==> src/rtl/trap_seq_pkg.sv <==
`default_nettype none
// +----------------------------------------------------------------------+
// | Module  : trap_seq_pkg                                               |
// | Brief   : Shared types and constants for the trap entry/return       |
// |           sequencer (state encoding, control-word addresses, vector  |
// |           table base default, one-hot helper).                       |
// | Config  : TRAP_SEQ_AUTOACK_EN adds the ACK state to the encoding.    |
// | Revision: 1.0 - initial release                                      |
// +----------------------------------------------------------------------+
package trap_seq_pkg;

`ifndef VECTOR_ADDR
`define VECTOR_ADDR 32'h0000_1000
`endif

   // Word address of the 32-entry vector table unless overridden.
   localparam logic [31:0] VECTOR_BASE_DEFAULT = `VECTOR_ADDR;

   // Control words exposed by the external interrupt block.
   localparam logic [31:0] ADDR_STACK = 32'hFFFF_FFFF;  // return-address stack
   localparam logic [31:0] ADDR_ISR   = 32'hFFFF_FFFE;  // pending-status register
   localparam logic [31:0] ADDR_ACK   = 32'hFFFF_FFFD;  // acknowledge register

   typedef enum logic [3:0] {
      ST_IDLE,
      ST_PUSH,
      ST_ISR_RD,
      ST_ISR_WAIT,
`ifdef TRAP_SEQ_AUTOACK_EN
      ST_ACK,
`endif
      ST_VEC_RD,
      ST_VEC_WAIT,
      ST_POP,
      ST_POP_WAIT,
      ST_REDIR
   } state_e;

   // One-hot mask for an interrupt index, as written to the ack register.
   function automatic logic [31:0] onehot32(input logic [4:0] idx);
      return 32'd1 << idx;
   endfunction

endpackage
`default_nettype wire

==> src/rtl/trap_seq_prio_enc32.sv <==
`default_nettype none
// +----------------------------------------------------------------------+
// | Module  : prio_enc32                                                 |
// | Brief   : 32-bit lowest-set-bit priority encoder. Bit 0 has the      |
// |           highest priority; valid is low when no bit is set.         |
// | Revision: 1.0 - initial release                                      |
// +----------------------------------------------------------------------+
module prio_enc32 (
   input  logic [31:0] vec_i,
   output logic [4:0]  idx_o,
   output logic        valid_o
);

   // Scan from the top down so the lowest set bit wins last.
   always_comb begin
      idx_o   = 5'd0;
      valid_o = 1'b0;
      for (int i = 31; i >= 0; i--) begin
         if (vec_i[i]) begin
            idx_o   = 5'(i);
            valid_o = 1'b1;
         end
      end
   end

endmodule
`default_nettype wire

==> src/rtl/trap_seq.sv <==
`default_nettype none
// +----------------------------------------------------------------------+
// | Module  : trap_seq                                                   |
// | Brief   : Trap entry / return sequencer. On an accepted trap it      |
// |           pushes the return PC, reads the pending status, picks the  |
// |           lowest pending index, fetches its vector and redirects the |
// |           core. On return it pops the saved PC and redirects.        |
// | Config  : TRAP_SEQ_AUTOACK_EN - write a one-hot acknowledge before   |
// |           the vector fetch (otherwise software acknowledges).        |
// | Revision: 1.0 - initial release                                      |
// +----------------------------------------------------------------------+
module trap_seq
   import trap_seq_pkg::*;
#(
   parameter logic [31:0] VECTOR_BASE = VECTOR_BASE_DEFAULT,
   parameter int          DEPTH_BITS  = 5
) (
   input  logic        clk,
   input  logic        reset_n,
   input  logic        trap_i,
   input  logic        insn_boundary_i,
   input  logic [31:0] cur_pc_i,
   input  logic        ret_req_i,
   output logic        busy_o,
   output logic        redirect_o,
   output logic [31:0] redirect_pc_o,
   output logic        strobe_o,
   output logic        rw_o,
   output logic [31:0] d_addr_o,
   output logic [31:0] d_wdata_o,
   input  logic [31:0] d_rdata_i,
   output logic        ovf_o,
   output logic        unf_o
);

   localparam int                    MAX_DEPTH   = 2 ** DEPTH_BITS;
   // Deepest level still allowed to accept one more entry is MAX_DEPTH-2.
   localparam logic [DEPTH_BITS-1:0] DEPTH_LIMIT = DEPTH_BITS'(MAX_DEPTH - 1);

   state_e                 state_q, state_d;
   logic [DEPTH_BITS-1:0]  depth_q, depth_d;
   logic [31:0]            pc_q, pc_d;
   logic [4:0]             index_q, index_d;
   logic [31:0]            rpc_q, rpc_d;
   logic [31:0]            addr_q, addr_d;
   logic [31:0]            wdata_q, wdata_d;
   logic                   ovf_q, ovf_d;
   logic                   unf_q, unf_d;

   logic [4:0]             enc_idx;
   logic                   enc_valid;

   prio_enc32 u_prio (
      .vec_i   (d_rdata_i),
      .idx_o   (enc_idx),
      .valid_o (enc_valid)
   );

   // Next-state, bus request and datapath updates for the sequencer.
   always_comb begin
      state_d    = state_q;
      depth_d    = depth_q;
      pc_d       = pc_q;
      index_d    = index_q;
      rpc_d      = rpc_q;
      addr_d     = addr_q;
      wdata_d    = wdata_q;
      ovf_d      = ovf_q;
      unf_d      = unf_q;
      strobe_o   = 1'b0;
      rw_o       = 1'b0;
      redirect_o = 1'b0;
      busy_o     = (state_q != ST_IDLE);

      case (state_q)
         ST_IDLE: begin
            // A return request takes precedence over a coincident trap.
            if (ret_req_i) begin
               if (depth_q != '0) state_d = ST_POP;
               else               unf_d   = 1'b1;
            end else if (trap_i && insn_boundary_i) begin
               if (depth_q != DEPTH_LIMIT) begin
                  pc_d    = cur_pc_i;
                  state_d = ST_PUSH;
               end else begin
                  ovf_d = 1'b1;
               end
            end
         end
         ST_PUSH: begin
            strobe_o = 1'b1;
            rw_o     = 1'b1;
            addr_d   = ADDR_STACK;
            wdata_d  = pc_q;
            depth_d  = depth_q + DEPTH_BITS'(1);
            state_d  = ST_ISR_RD;
         end
         ST_ISR_RD: begin
            strobe_o = 1'b1;
            addr_d   = ADDR_ISR;
            state_d  = ST_ISR_WAIT;
         end
         ST_ISR_WAIT: begin
            // Nothing pending means a spurious trap; the pushed frame stays
            // for software to unwind.
            if (enc_valid) begin
               index_d = enc_idx;
`ifdef TRAP_SEQ_AUTOACK_EN
               state_d = ST_ACK;
`else
               state_d = ST_VEC_RD;
`endif
            end else begin
               state_d = ST_IDLE;
            end
         end
`ifdef TRAP_SEQ_AUTOACK_EN
         ST_ACK: begin
            strobe_o = 1'b1;
            rw_o     = 1'b1;
            addr_d   = ADDR_ACK;
            wdata_d  = onehot32(index_q);
            state_d  = ST_VEC_RD;
         end
`endif
         ST_VEC_RD: begin
            strobe_o = 1'b1;
            addr_d   = VECTOR_BASE + {27'd0, index_q};
            state_d  = ST_VEC_WAIT;
         end
         ST_VEC_WAIT: begin
            rpc_d   = d_rdata_i;
            state_d = ST_REDIR;
         end
         ST_POP: begin
            strobe_o = 1'b1;
            addr_d   = ADDR_STACK;
            depth_d  = depth_q - DEPTH_BITS'(1);
            state_d  = ST_POP_WAIT;
         end
         ST_POP_WAIT: begin
            rpc_d   = d_rdata_i;
            state_d = ST_REDIR;
         end
         ST_REDIR: begin
            redirect_o = 1'b1;
            state_d    = ST_IDLE;
         end
         default: state_d = ST_IDLE;
      endcase
   end

   // Address and write data hold their last driven value between requests.
   assign d_addr_o      = addr_d;
   assign d_wdata_o     = wdata_d;
   assign redirect_pc_o = rpc_q;
   assign ovf_o         = ovf_q;
   assign unf_o         = unf_q;

   // State and datapath registers with synchronous active-low reset.
   always_ff @(posedge clk) begin
      if (!reset_n) begin
         state_q <= ST_IDLE;
         depth_q <= '0;
         pc_q    <= 32'd0;
         index_q <= 5'd0;
         rpc_q   <= 32'd0;
         addr_q  <= 32'd0;
         wdata_q <= 32'd0;
         ovf_q   <= 1'b0;
         unf_q   <= 1'b0;
      end else begin
         state_q <= state_d;
         depth_q <= depth_d;
         pc_q    <= pc_d;
         index_q <= index_d;
         rpc_q   <= rpc_d;
         addr_q  <= addr_d;
         wdata_q <= wdata_d;
         ovf_q   <= ovf_d;
         unf_q   <= unf_d;
      end
   end

endmodule
`default_nettype wire

==> config.mk <==
export PLATFORM = sky130hd
export DESIGN_NAME = trap_seq
export DESIGN_NICKNAME = d
export VERILOG_FILES = /design/src/rtl/trap_seq_pkg.sv /design/src/rtl/trap_seq_prio_enc32.sv /design/src/rtl/trap_seq.sv
export SDC_FILE = /design/constraint.sdc
export NUM_CORES = 1
export LEC_CHECK = 0
export CAP_MARGIN = 20
export CORE_ASPECT_RATIO = 1.2
export CORE_MARGIN = 3
export CORE_UTILIZATION = 51
export CTS_CLUSTER_SIZE = 24
export DETAILED_ROUTE_END_ITERATION = 8
export PLACE_DENSITY = 0.85
export RECOVER_POWER = 50
export SETUP_SLACK_MARGIN = 0.5
export SLEW_MARGIN = 10
export SYNTH_ARGS = -nofsm -noshare
export SYNTH_HDL_FRONTEND = slang
export SYNTH_SLANG_ARGS = --single-unit
==> constraint.sdc <==
create_clock -name clk -period 4.3 [get_ports clk]
set_input_delay 0.86 -clock clk [delete_from_list [all_inputs] [get_ports clk]]
set_output_delay 0.86 -clock clk [all_outputs]
set_load 0.03 [all_outputs]
==> summary.md, run 1 <==
| Metric | Value |
|---|---|
| Run status | `finished, violations left` |
| Violations in the final reports | `capacitance limit, slew limit` |
| Initial antenna violation count | `0` |
| Leak | `3.20 nW` |
| Max FO, Critical Path | `28` |
| NumNets Final | `881` |
| Synth Flop Type | `dfxtp_1` |
| Vias in the first global route | `5042` |
| Routed WL | `14700 µm` |
| DRT iter0 DRCs | `221` |
| Maxcap violations | `2` |
| Share of the yosys chip area belonging to registers | `49.7%` |
| P per Cell Area | `721 nW/µm²` |
| Final Setup Violations | `0` |
| DRC | `0` |
| CTS tree | `done` |
| Final worst slack | `0.533 ns` |
| Pin count of the biggest net entering global routing | `68` |
| Max incr delay on CP | `0.69 ns` |
| Total track usage | `22.8%` |
| Hold Path Class | `flop to flop` |
| Final Wtd Congestion | `0.861` |
| Clock Pin Slew Worst Setup and Hold Paths | `0.06 ns` |
| Avg WL per Cell | `15.1 µm` |
| Peak supply drop | `616 µV` |
| Pre-antenna DRT Iters | `5` |
| Core ar. | `11100 µm²` |
| CP startpoint | `state_q[2]` |
| RSZ-0062 raised after global routing | `false` |
| Yosys reg bits | `144` |
| Worst rel slew slack | `-43.1%` |
| Die Width | `103 µm` |
| Hold Path Origin | `redirect_pc_o[12]` |
| Most common cell after layout, fill and taps aside | `clkdlybuf4s50_1` |
| Yosys top cell area share | `49.7%` |
| Worst EP arrival | `2.91 ns` |
| First-pass GRT wire length | `23100 µm` |
| Initial Utilization | `52.3%` |
| Final min period | `3.77 ns` |
| Clock latency on the worst-skew pair | `0.41 ns` |
| Setup Crit Path Kind | `flop to primary output` |
| Commonest cells after routing, fill and taps aside | `clkdlybuf4s50_1, dfxtp_1, nand2_1` |
| Site Rows | `42` |
| Via/cell ratio | `5.24` |
| Clock sink total | `144` |
| Clock tree buffer depth | `2` |
| Die H | `123 µm` |
| Layout cell share with drive strength beyond 1 | `5.72%` |
| Max-slew violations | `80` |
| Crit path required time | `3.44 ns` |
| Yosys warnings | `0` |
| Mean post-synth cell area | `8.88 µm²` |
| Max H-tree Level | `4` |
| N_diodes | `0` |
| Crit path cell chain | `nor3_1 > nor2_1 > nand2_1 > inv_2 > o22a_1 > clkdlybuf4s50_1` |
| Largest area contributor in the netlist | `dfxtp_1` |
| IO Port Bufs | `170` |
| Async SR Flop Fraction | `0%` |
| Top delay family on crit path | `buffers and inverters` |
| Grt total ovfl | `0` |
| Critical Path Source Type | `flop` |
| Ranking of synthesized cells by area | `dfxtp_1, nand2_1, and2_1` |
| Crit Reg-Reg Startpoint | `state_q[3]` |
| Worst-Margin Slew | `2.15 ns` |
| Cell variety after synth | `52` |
| Post-Route Setup TNS | `0 ns` |
| DP Worst Slack | `1.06 ns` |
| Slowest cell on the critical path | `clkdlybuf4s50_1` |
| Buffer and inverter count on the worst path | `2` |
| Number of CTS-inserted buffers | `17` |
| Syn_nets | `726` |
| Root Buffer Master | `clkbuf_16` |
| Post-Syn Area | `5800 µm²` |
| IO Count | `171` |
| Die area | `12700 µm²` |
| Hold Fails Final Rpt | `0` |
| Crit. End Element | `primary output` |
| Vias | `5107` |
| DP HPWL | `10300 µm` |
| Mapped Cells | `653` |
| Post-synth EDFFs | `0` |
| Layout area overhead | `40.8%` |
| Antenna violation net count after detailed routing | `0` |
| Final period util | `87.6%` |
| FMAX | `0.265 GHz` |
| Skew final | `0.00718 ns` |
-- synth_stat cells (7+ instances only) --
| library cell | instances |
|---|---|
| mux2_1 | 25 |
| o21ai_0 | 11 |
| nor4_1 | 10 |
| clkbuf_1 | 27 |
| dfxtp_1 | 144 |
| nor2_1 | 22 |
| and2_1 | 66 |
| a21oi_1 | 73 |
| buf_2 | 10 |
| a21o_1 | 27 |
| mux2_2 | 7 |
| inv_1 | 9 |
| nor3_1 | 10 |
| nand2_1 | 135 |
| nand3_1 | 8 |
-- routing by layer --
metal / routed length, µm / track usage, % / part of all wire [%]
met1: 6020 / 26.5 / 41
met2: 7360 / 39.0 / 50
met3: 1120 / 7.62 / 7.6
met4: 200 / 7.37 / 1.4
met5: 0 / 0 / 0
-- cell type report --
class	count	area [µm²]
Fill cell	801	2920
Sequential cell	144	2880
Multi-Input combinational cell	458	2690
Timing Repair Buffer	177	1780
Clock buffer	18	429
Tap cell	154	193
Clock inverter	14	158
Inverter	10	37.5
-- kinds of logic (layout without fill, tap and decap cells) --
| group | after synthesis | in the layout | share of synthesized area (%) |
|---|---|---|---|
| xor+xnor | 3 | 3 | 0.453 |
| simple gates | 276 | 276 | 23.2 |
| buf+inv | 51 | 219 | 4.03 |
| flops | 144 | 144 | 49.7 |
| mux | 35 | 35 | 6.73 |
| fa+ha+maj | 4 | 4 | 0.993 |
| compound gates | 140 | 140 | 14.9 |
-- path summary, 6_finish.rpt --
path | endpoint | slack [ns] | depth (start not counted)
worst max-delay path | d_addr_o[1] | 0.53 | 6
worst min-delay path | redirect_pc_o[12] | 0.45 | 2
worst max register to register | pc_q[0] | 1.81 | 5
worst min register to register | redirect_pc_o[12] | 0.45 | 2
-- sequential cells by signal, indices dropped and copies added, names as in the netlist --
register	count
state_q	4
redirect_pc_o	32
depth_q	5
pc_q	32
index_q	5
ovf_o	1
addr_q	32
wdata_q	32
unf_o	1
-- where the power goes --
| group | leakage (nW) | internal, mW | switching [mW] |
|---|---|---|---|
| registers | 1.17 | 1.52 | 0.101 |
| logic | 1.76 | 1.16 | 1.67 |
| clock network | 0.266 | 0.861 | 0.572 |
| total | 3.20 | 3.54 | 2.35 |
-- per-stage QoR --
stage / instances / hold WS, ns / total power, mW / util (%) / cell area, µm²
floorplan: 653 / 0.432 / 3.41 / - / 5800
global placement: 941 / 0.438 / 4.41 / 68.0 / 7540
detailed placement: 941 / 0.447 / 4.48 / 68.0 / 7540
CTS: 973 / 0.455 / 5.92 / 73.3 / 8130
global route: 975 / 0.464 / 6.16 / 73.7 / 8170
finish: 975 / 0.452 / 5.89 / 73.7 / 8170
-- worst reg2reg max path: cells and delay by family, from the launching register on --
family	cells	cell delay, ns
compound gates	1	0.07
buf+inv	1	0.28
flops	1	0.42
simple gates	3	1.51
-- what timing repair did --
item | 4_1_cts | 5_1_grt
hold buffers | 0 | 0
buffers inserted | 0 | 0
resized for setup | 0 | 2
setup endpoints to repair | 0 | 62
Power figures use the tool's default switching activity.
==> run 2: changes to the inputs <==
--- a/config.mk
+++ b/config.mk
@@ -6,12 +6,15 @@
 export NUM_CORES = 1
 export LEC_CHECK = 0
 export CAP_MARGIN = 20
+export CELL_PAD_IN_SITES_DETAIL_PLACEMENT = 0
+export CELL_PAD_IN_SITES_GLOBAL_PLACEMENT = 1
 export CORE_ASPECT_RATIO = 1.2
 export CORE_MARGIN = 3
-export CORE_UTILIZATION = 51
+export CORE_UTILIZATION = 37
 export CTS_CLUSTER_SIZE = 24
 export DETAILED_ROUTE_END_ITERATION = 8
-export PLACE_DENSITY = 0.85
+export GPL_ROUTABILITY_DRIVEN = 0
+export PLACE_DENSITY_LB_ADDON = 0.1
 export RECOVER_POWER = 50
 export SETUP_SLACK_MARGIN = 0.5
 export SLEW_MARGIN = 10
==> run 2 against run 1 <==
Compared with the run above: the run still ends with capacitance limit, slew limit left; first-iteration DRC count is 5.4% lower; via count is 0.80% lower; global-route usage is 4.5 points lower; non-clock buffer count is 1 higher; clock skew is 0.0011 ns higher; critical path depth is 2 lower; largest cell class unchanged; power is 1.2% higher; clock-buffer cell count stayed put; register-to-register slack hardly changed; die area is 36% higher; flip-flop and latch count stayed put.
==> summary.md, run 2 (synthesis gave the netlist of run 1 again) <==
| Metric | Value |
|---|---|
| Run status | `finished, violations left (unchanged)` |
| Violations in the final reports | `capacitance limit, slew limit (unchanged)` |
| Root Buffer Master | `clkbuf_16 (unchanged)` |
| Clock Pin Slew Worst Setup and Hold Paths | `0.06 ns (about the same)` |
| Max FO, Critical Path | `37 (was 28)` |
| Crit Reg-Reg Startpoint | `state_q[0] (was state_q[3])` |
| Hold depth | `2 (unchanged)` |
| Hold Path Sink | `redirect_pc_o[20] (was redirect_pc_o[12])` |
| DRC | `0 (unchanged)` |
| Post-Route Setup TNS | `0 ns (unchanged)` |
| Buffer and inverter count on the worst path | `1 (was 2)` |
| Worst EP arrival | `2.75 ns (was 2.91 ns)` |
| Peak supply drop | `682 µV (was 616 µV)` |
| Layout area overhead | `42.4% (was 40.8%)` |
| IO Port Bufs | `170 (unchanged)` |
| Pin count of the biggest net entering global routing | `56 (was 68)` |
| Worst flop-to-flop path endpoint | `redirect_pc_o[28] (was pc_q[0])` |
| Maxcap violations | `1 (was 2)` |
| Hold Path Class | `flop to flop (unchanged)` |
| Worst R2R Setup Slack | `1.82 ns (was 1.81 ns)` |
| Total power | `5.96 mW (was 5.89 mW)` |
| Fill count | `1418 (was 801)` |
| Clock latency on the worst-skew pair | `0.42 ns (was 0.41 ns)` |
| FMAX | `0.277 GHz (was 0.265 GHz)` |
| Final period util | `83.8% (was 87.6%)` |
| Number of CTS-inserted buffers | `17 (unchanged)` |
| Initial antenna violation count | `0 (unchanged)` |
| Final worst slack | `0.695 ns (was 0.533 ns)` |
| Die Width | `120 µm (was 103 µm)` |
| Placed cells | `993 (was 941)` |
| DRT iter0 DRCs | `209 (was 221)` |
| Setup Crit Path Kind | `flop to primary output (unchanged)` |
| Fin Hold WS | `0.454 ns (was 0.452 ns)` |
| Reg power frac | `27.2% (was 27.5%)` |
| Crit path required time | `3.44 ns (about the same)` |
| Top delay family on crit path | `simple AND/OR/NAND/NOR gates (was buffers and inverters)` |
| RSZ-0062 raised after global routing | `true (was false)` |
| Clock power frac | `25.3% (was 24.3%)` |
| Slowest cell on the critical path | `clkdlybuf4s50_1 (unchanged)` |
| Routed WL | `15500 µm (was 14700 µm)` |
| Layout cell share with drive strength beyond 1 | `5.84% (was 5.72%)` |
| Final min period | `3.61 ns (was 3.77 ns)` |
| N_diodes | `0 (unchanged)` |
| Total track usage | `18.2% (was 22.8%)` |
| Combinational power share | `47.5% (was 48.2%)` |
| Max H-tree Level | `4 (unchanged)` |
| Reg2Reg Depth | `5 (unchanged)` |
| Sw power | `2.35 mW (about the same)` |
| Hold Path Origin | `redirect_pc_o[20] (was redirect_pc_o[12])` |
| Core ar. | `15100 µm² (was 11100 µm²)` |
| Initial Utilization | `38.3% (was 52.3%)` |
| Avg WL per Cell | `15.1 µm (about the same)` |
| Final Setup Violations | `0 (unchanged)` |
| Clock tree buffer depth | `2 (unchanged)` |
| Grt total ovfl | `0 (unchanged)` |
| Pre-antenna DRT Iters | `6 (was 5)` |
| Die area | `17200 µm² (was 12700 µm²)` |
| Vias in the first global route | `5136 (was 5042)` |
| Hold Fails Final Rpt | `0 (unchanged)` |
| Antenna violation net count after detailed routing | `0 (unchanged)` |
| Crit path cell chain | `nor2b_1 > and2_4 > mux2_2 > clkdlybuf4s50_1 (was nor3_1 > nor2_1 > nand2_1 > inv_2 > o22a_1 > clkdlybuf4s50_1)` |
| Via/cell ratio | `4.94 (was 5.24)` |
| DP Worst Slack | `0.848 ns (was 1.06 ns)` |
| Skew final | `0.00826 ns (was 0.00718 ns)` |
| # hold bufs at CTS | `0 (unchanged)` |
| Site Rows | `49 (was 42)` |
| Setup repair bufs after CTS | `0 (unchanged)` |
| Worst rel slew slack | `-72.1% (was -43.1%)` |
| Critical Path Source Type | `flop (unchanged)` |
| Leak | `3.23 nW (was 3.20 nW)` |
| NumNets Final | `882 (was 881)` |
| Switch share | `39.4% (was 39.8%)` |
| Max incr delay on CP | `0.60 ns (was 0.69 ns)` |
| CTS tree | `done (unchanged)` |
| Commonest cells after routing, fill and taps aside | `clkdlybuf4s50_1, dfxtp_1, nand2_1 (unchanged)` |
| Clock sink total | `144 (unchanged)` |
| Max-slew violations | `56 (was 80)` |
| Die H | `143 µm (was 123 µm)` |
| IO Count | `171 (unchanged)` |
| Most common cell after layout, fill and taps aside | `clkdlybuf4s50_1 (unchanged)` |
| Vias | `5066 (was 5107)` |
| Crit. End Element | `primary output (unchanged)` |
| Cell internal pwr | `3.61 mW (was 3.54 mW)` |
| Worst-Margin Slew | `2.58 ns (was 2.15 ns)` |
| DP HPWL | `11100 µm (was 10300 µm)` |
| First-pass GRT wire length | `25200 µm (was 23100 µm)` |
| Post-route insts no fill | `1026 (was 975)` |
| P per Cell Area | `722 nW/µm² (was 721 nW/µm²)` |
==> run 2: final cells by class <==
type / count / area, µm² / area share (%)
Clock inverter: 14 / 178 / 2.15
Clock buffer: 18 / 429 / 5.20
Inverter: 10 / 37.5 / 0.455
Sequential cell: 144 / 2880 / 34.9
Timing Repair Buffer: 178 / 1780 / 21.5
Tap cell: 204 / 255 / 3.09
Multi-Input combinational cell: 458 / 2700 / 32.7
==> run 2: repair_timing <==
action | CTS | global route
endpoints found under the setup margin | 32 | 22
pin swaps | 0 | 1
gates resized for setup | 1 | 0
==> run 2: worst max-delay path by stage <==
| stage | from | endpoint | cells after the start |
|---|---|---|---|
| 3_3_place_gp | state_q[0] | d_wdata_o[4] | 4 |
| 6_report | state_q[0] | d_wdata_o[3] | 4 |
| 3_5_place_dp | state_q[0] | d_wdata_o[3] | 4 |
| 2_1_floorplan | state_q[1] | d_wdata_o[26] | 6 |
| 4_1_cts | state_q[0] | d_wdata_o[3] | 4 |
| 5_1_grt | reset_n | unf_o | 4 |
==> run 2: stage by stage <==
step           cell area (µm²)  util, %
3_3_place_gp              7600     50.2
3_5_place_dp              7660     50.6
2_1_floorplan             5800        -
5_1_grt                   8260     54.5
6_report                  8260     54.5
4_1_cts                   8270     54.6
==> run 2: per-layer routing <==
layer | part of all wire (%) | wire length, µm | up-vias | track usage [%]
met5 | 0 | 0 | - | 0
met2 | 50 | 7810 | 120 | 32.0
li1 | - | - | 2536 | -
met1 | 42 | 6520 | 2390 | 21.0
met4 | 1.7 | 264 | 0 | 6.56
met3 | 5.9 | 918 | 20 | 5.55
==> run 2: power by group through the flow <==
stage	sequential [mW]	combinational [mW]	clock (mW)
finish	1.62	2.83	1.51
global route	1.65	3.04	1.61
CTS	1.62	2.89	1.55
detailed placement	1.65	2.87	0
global placement	1.64	2.83	0
floorplan	1.64	1.76	0
==> run 2: worst register-to-register path, cell delays in order (launching register included) <==
cell and delay, ns:
dfxtp_1 0.50, nor2b_1 0.29, and2_0 0.55, clkbuf_1 0.75, nand2_1 0.14, a21oi_1 0.15
==> run 3: changes to the inputs <==
--- a/config.mk
+++ b/config.mk
@@ -10,7 +10,7 @@
 export CELL_PAD_IN_SITES_GLOBAL_PLACEMENT = 1
 export CORE_ASPECT_RATIO = 1.2
 export CORE_MARGIN = 3
-export CORE_UTILIZATION = 37
+export CORE_UTILIZATION = 31
 export CTS_CLUSTER_SIZE = 24
 export DETAILED_ROUTE_END_ITERATION = 8
 export GPL_ROUTABILITY_DRIVEN = 0
==> constraint.sdc (replaced) <==
create_clock -name clk -period 3.17 [get_ports clk]
set_input_delay 0.634 -clock clk [delete_from_list [all_inputs] [get_ports clk]]
set_output_delay 0.634 -clock clk [all_outputs]
set_load 0.03 [all_outputs]
==> run 3 against run 2 <==
Compared with the run above: the flow now finishes without violations; non-clock buffer count up 7; register-to-register slack worse by 1.1 ns; core utilization down 10 points; sequential power up 36%; critical endpoint is now d_wdata_o[18]; highest routed layer unchanged.
==> summary.md, run 3 (synthesis gave the netlist of run 1 again) <==
| Metric | Value |
|---|---|
| Core ar. | `18200 µm² (was 15100 µm²)` |
| IO Port Bufs | `170 (unchanged)` |
| Vias in the first global route | `5204 (was 5136)` |
| Crit path required time | `2.54 ns (was 3.44 ns)` |
| Clock latency on the worst-skew pair | `0.42 ns (about the same)` |
| Most crowded layer after global routing | `met2 (unchanged)` |
| Fin area | `8100 µm² (was 8260 µm²)` |
| Die area | `20400 µm² (was 17200 µm²)` |
| Setup repair bufs after CTS | `0 (unchanged)` |
| CTS tree | `done (unchanged)` |
| Fin Hold WS | `0.454 ns (about the same)` |
| Grt total ovfl | `0 (unchanged)` |
| Worst rel slew slack | `6.77% (was -72.1%)` |
| Clock power frac | `24.0% (was 25.3%)` |
| IO Count | `171 (unchanged)` |
| Combinational power share | `47.7% (was 47.5%)` |
| Root Buffer Master | `clkbuf_16 (unchanged)` |
| Layout cell share with drive strength beyond 1 | `14.8% (was 5.84%)` |
| Crit. End Element | `primary output (unchanged)` |
| Reg power frac | `28.2% (was 27.2%)` |
| DRC | `0 (unchanged)` |
| Leak | `3.42 nW (was 3.23 nW)` |
| Total power | `7.84 mW (was 5.96 mW)` |
| Fill count | `1833 (was 1418)` |
| Site Rows | `54 (was 49)` |
| Total track usage | `16.2% (was 18.2%)` |
| Commonest cells after routing, fill and taps aside | `dfxtp_1, nand2_1, clkdlybuf4s50_1 (was clkdlybuf4s50_1, dfxtp_1, nand2_1)` |
| Worst EP arrival | `2.11 ns (was 2.75 ns)` |
| Maxcap violations | `0 (was 1)` |
| Skew final | `0.0111 ns (was 0.00826 ns)` |
| FMAX | `0.364 GHz` |
| Post-Route Setup TNS | `0 ns (unchanged)` |
| Clock tree buffer depth | `2 (unchanged)` |
| Pre-antenna DRT Iters | `4 (was 6)` |
| GR Layer Usage met1 | `18.0% (was 21.0%)` |
| Avg WL per Cell | `15.6 µm (was 15.1 µm)` |
| Critical Path Source Type | `flop (unchanged)` |
| RSZ-0062 raised after global routing | `false (was true)` |
| Via/cell ratio | `4.80 (was 4.94)` |
| Run status | `completed (was finished, violations left)` |
| First-pass GRT wire length | `26000 µm (was 25200 µm)` |
| Vias | `5059 (was 5066)` |
| Cell internal pwr | `4.53 mW (was 3.61 mW)` |
| Met2 usage | `28.9% (was 32.0%)` |
| DP HPWL | `11400 µm (was 11100 µm)` |
| Max-slew violations | `0 (was 56)` |
| Die Width | `131 µm (was 120 µm)` |
| Placement-stage cell area | `7660 µm² (unchanged)` |
| Setup Crit Path Kind | `flop to primary output (unchanged)` |
| # hold bufs at CTS | `0 (unchanged)` |
| Routed WL | `16400 µm (was 15500 µm)` |
| Antenna violation net count after detailed routing | `0 (unchanged)` |
| Die H | `156 µm (was 143 µm)` |
| Max incr delay on CP | `0.52 ns (was 0.60 ns)` |
| Max H-tree Level | `4 (unchanged)` |
| Final core occ | `44.4% (was 54.5%)` |
| P per Cell Area | `968 nW/µm² (was 722 nW/µm²)` |
| Clock sink total | `144 (unchanged)` |
| Pin count of the biggest net entering global routing | `68 (was 56)` |
| Layout area overhead | `39.6% (was 42.4%)` |
| Final Setup Violations | `0 (unchanged)` |
| Switch share | `42.2% (was 39.4%)` |
| GRT met3 Usage | `4.97% (was 5.55%)` |
| Top delay family on crit path | `flip-flops (was simple AND/OR/NAND/NOR gates)` |
| Crit path cell chain | `nor2b_4 > and2_4 > buf_12 > mux2_1 > clkbuf_2 (was nor2b_1 > and2_4 > mux2_2 > clkdlybuf4s50_1)` |
| Buffer and inverter count on the worst path | `2 (was 1)` |
| Slowest cell on the critical path | `dfxtp_1 (was clkdlybuf4s50_1)` |
| Initial Utilization | `31.8% (was 38.3%)` |
| N_diodes | `0 (unchanged)` |
| Most common cell after layout, fill and taps aside | `dfxtp_1 (was clkdlybuf4s50_1)` |
| Clock Pin Slew Worst Setup and Hold Paths | `0.07 ns (was 0.06 ns)` |
| NumNets Final | `889 (was 882)` |
| Max FO, Critical Path | `15 (was 37)` |
| Final period util | `86.7%` |
| Final min period | `2.75 ns` |
| Hold Fails Final Rpt | `0 (unchanged)` |
| Peak supply drop | `484 µV (was 682 µV)` |
| Initial antenna violation count | `0 (unchanged)` |
| DRT iter0 DRCs | `198 (was 209)` |
| Worst-Margin Slew | `1.40 ns (was 2.58 ns)` |
| Number of CTS-inserted buffers | `17 (unchanged)` |
| Sw power | `3.31 mW (was 2.35 mW)` |
| Hold Path Class | `flop to flop (unchanged)` |
==> run 3: cell count changes in the layout (fill, tap and decap cells not counted), sizes merged <==
cell | before | now
buf | 6 | 70
bufinv | 3 | 0
clkbuf | 21 | 26
clkdlybuf4s50 | 158 | 84
clkinv | 2 | 5
clkinvlp | 4 | 2
dlygate4sd2 | 0 | 4
dlygate4sd3 | 11 | 18
dlymetal6s2s | 0 | 1
inv | 15 | 17
==> run 3: power by group through the flow <==
stage          clock network [mW]  logic [mW]  registers (mW)
6_report                     1.89        3.74            2.21
5_1_grt                      2.02        4.02            2.25
4_1_cts                      1.95        3.82            2.21
3_5_place_dp                    0        3.83            2.24
3_3_place_gp                    0        3.77            2.23
2_1_floorplan                   0        2.39            2.23
==> run 3: metal layers <==
layer | wire (µm) | vias to the layer above
li1 | - | 2556
met1 | 6890 | 2378
met2 | 8300 | 111
met3 | 1000 | 14
met4 | 206 | 0
met5 | 0 | -
==> run 3: path summary, 6_finish.rpt <==
path | start | endpoint | slack, ns | cells past startpoint
hold reg to reg | pc_q[9] | pc_q[9] | 0.45 | 2
setup / recovery | state_q[0] | d_wdata_o[18] | 0.42 | 5
hold / removal | pc_q[9] | pc_q[9] | 0.45 | 2
setup reg to reg | state_q[3] | depth_q[4] | 0.74 | 10
==> run 3: layout make-up <==
cell class / instances / area [µm²] / share of cell area [%]
flip-flops and latches: 144 / 2890 / 35.7
multi-input cells: 458 / 2710 / 33.5
repair buffers: 185 / 1620 / 20.0
clock buffers: 18 / 439 / 5.42
well taps: 224 / 280 / 3.46
clock inverters: 14 / 124 / 1.53
inverters: 10 / 37.5 / 0.464
==> run 3: metrics by stage <==
step | std cells | setup slack (ns)
floorplan | 653 | 0.791
global placement | 1019 | 0.451
detailed placement | 1020 | 0.380
CTS | 1053 | 0.398
global route | 1053 | 0.261
finish | 1053 | 0.421
==> run 3: tightest hold or removal path: stages (launching register included) <==
cell	delay, ns
dfxtp_1	0.31
nand2_1	0.05
a21oi_1	0.05
==> run 3: repair_timing <==
item	in CTS	in global routing
hold endpoints to repair	0	0
cloned	1	0
endpoints found under the setup margin	67	30
resized for setup	146	39
pin swaps	1	0
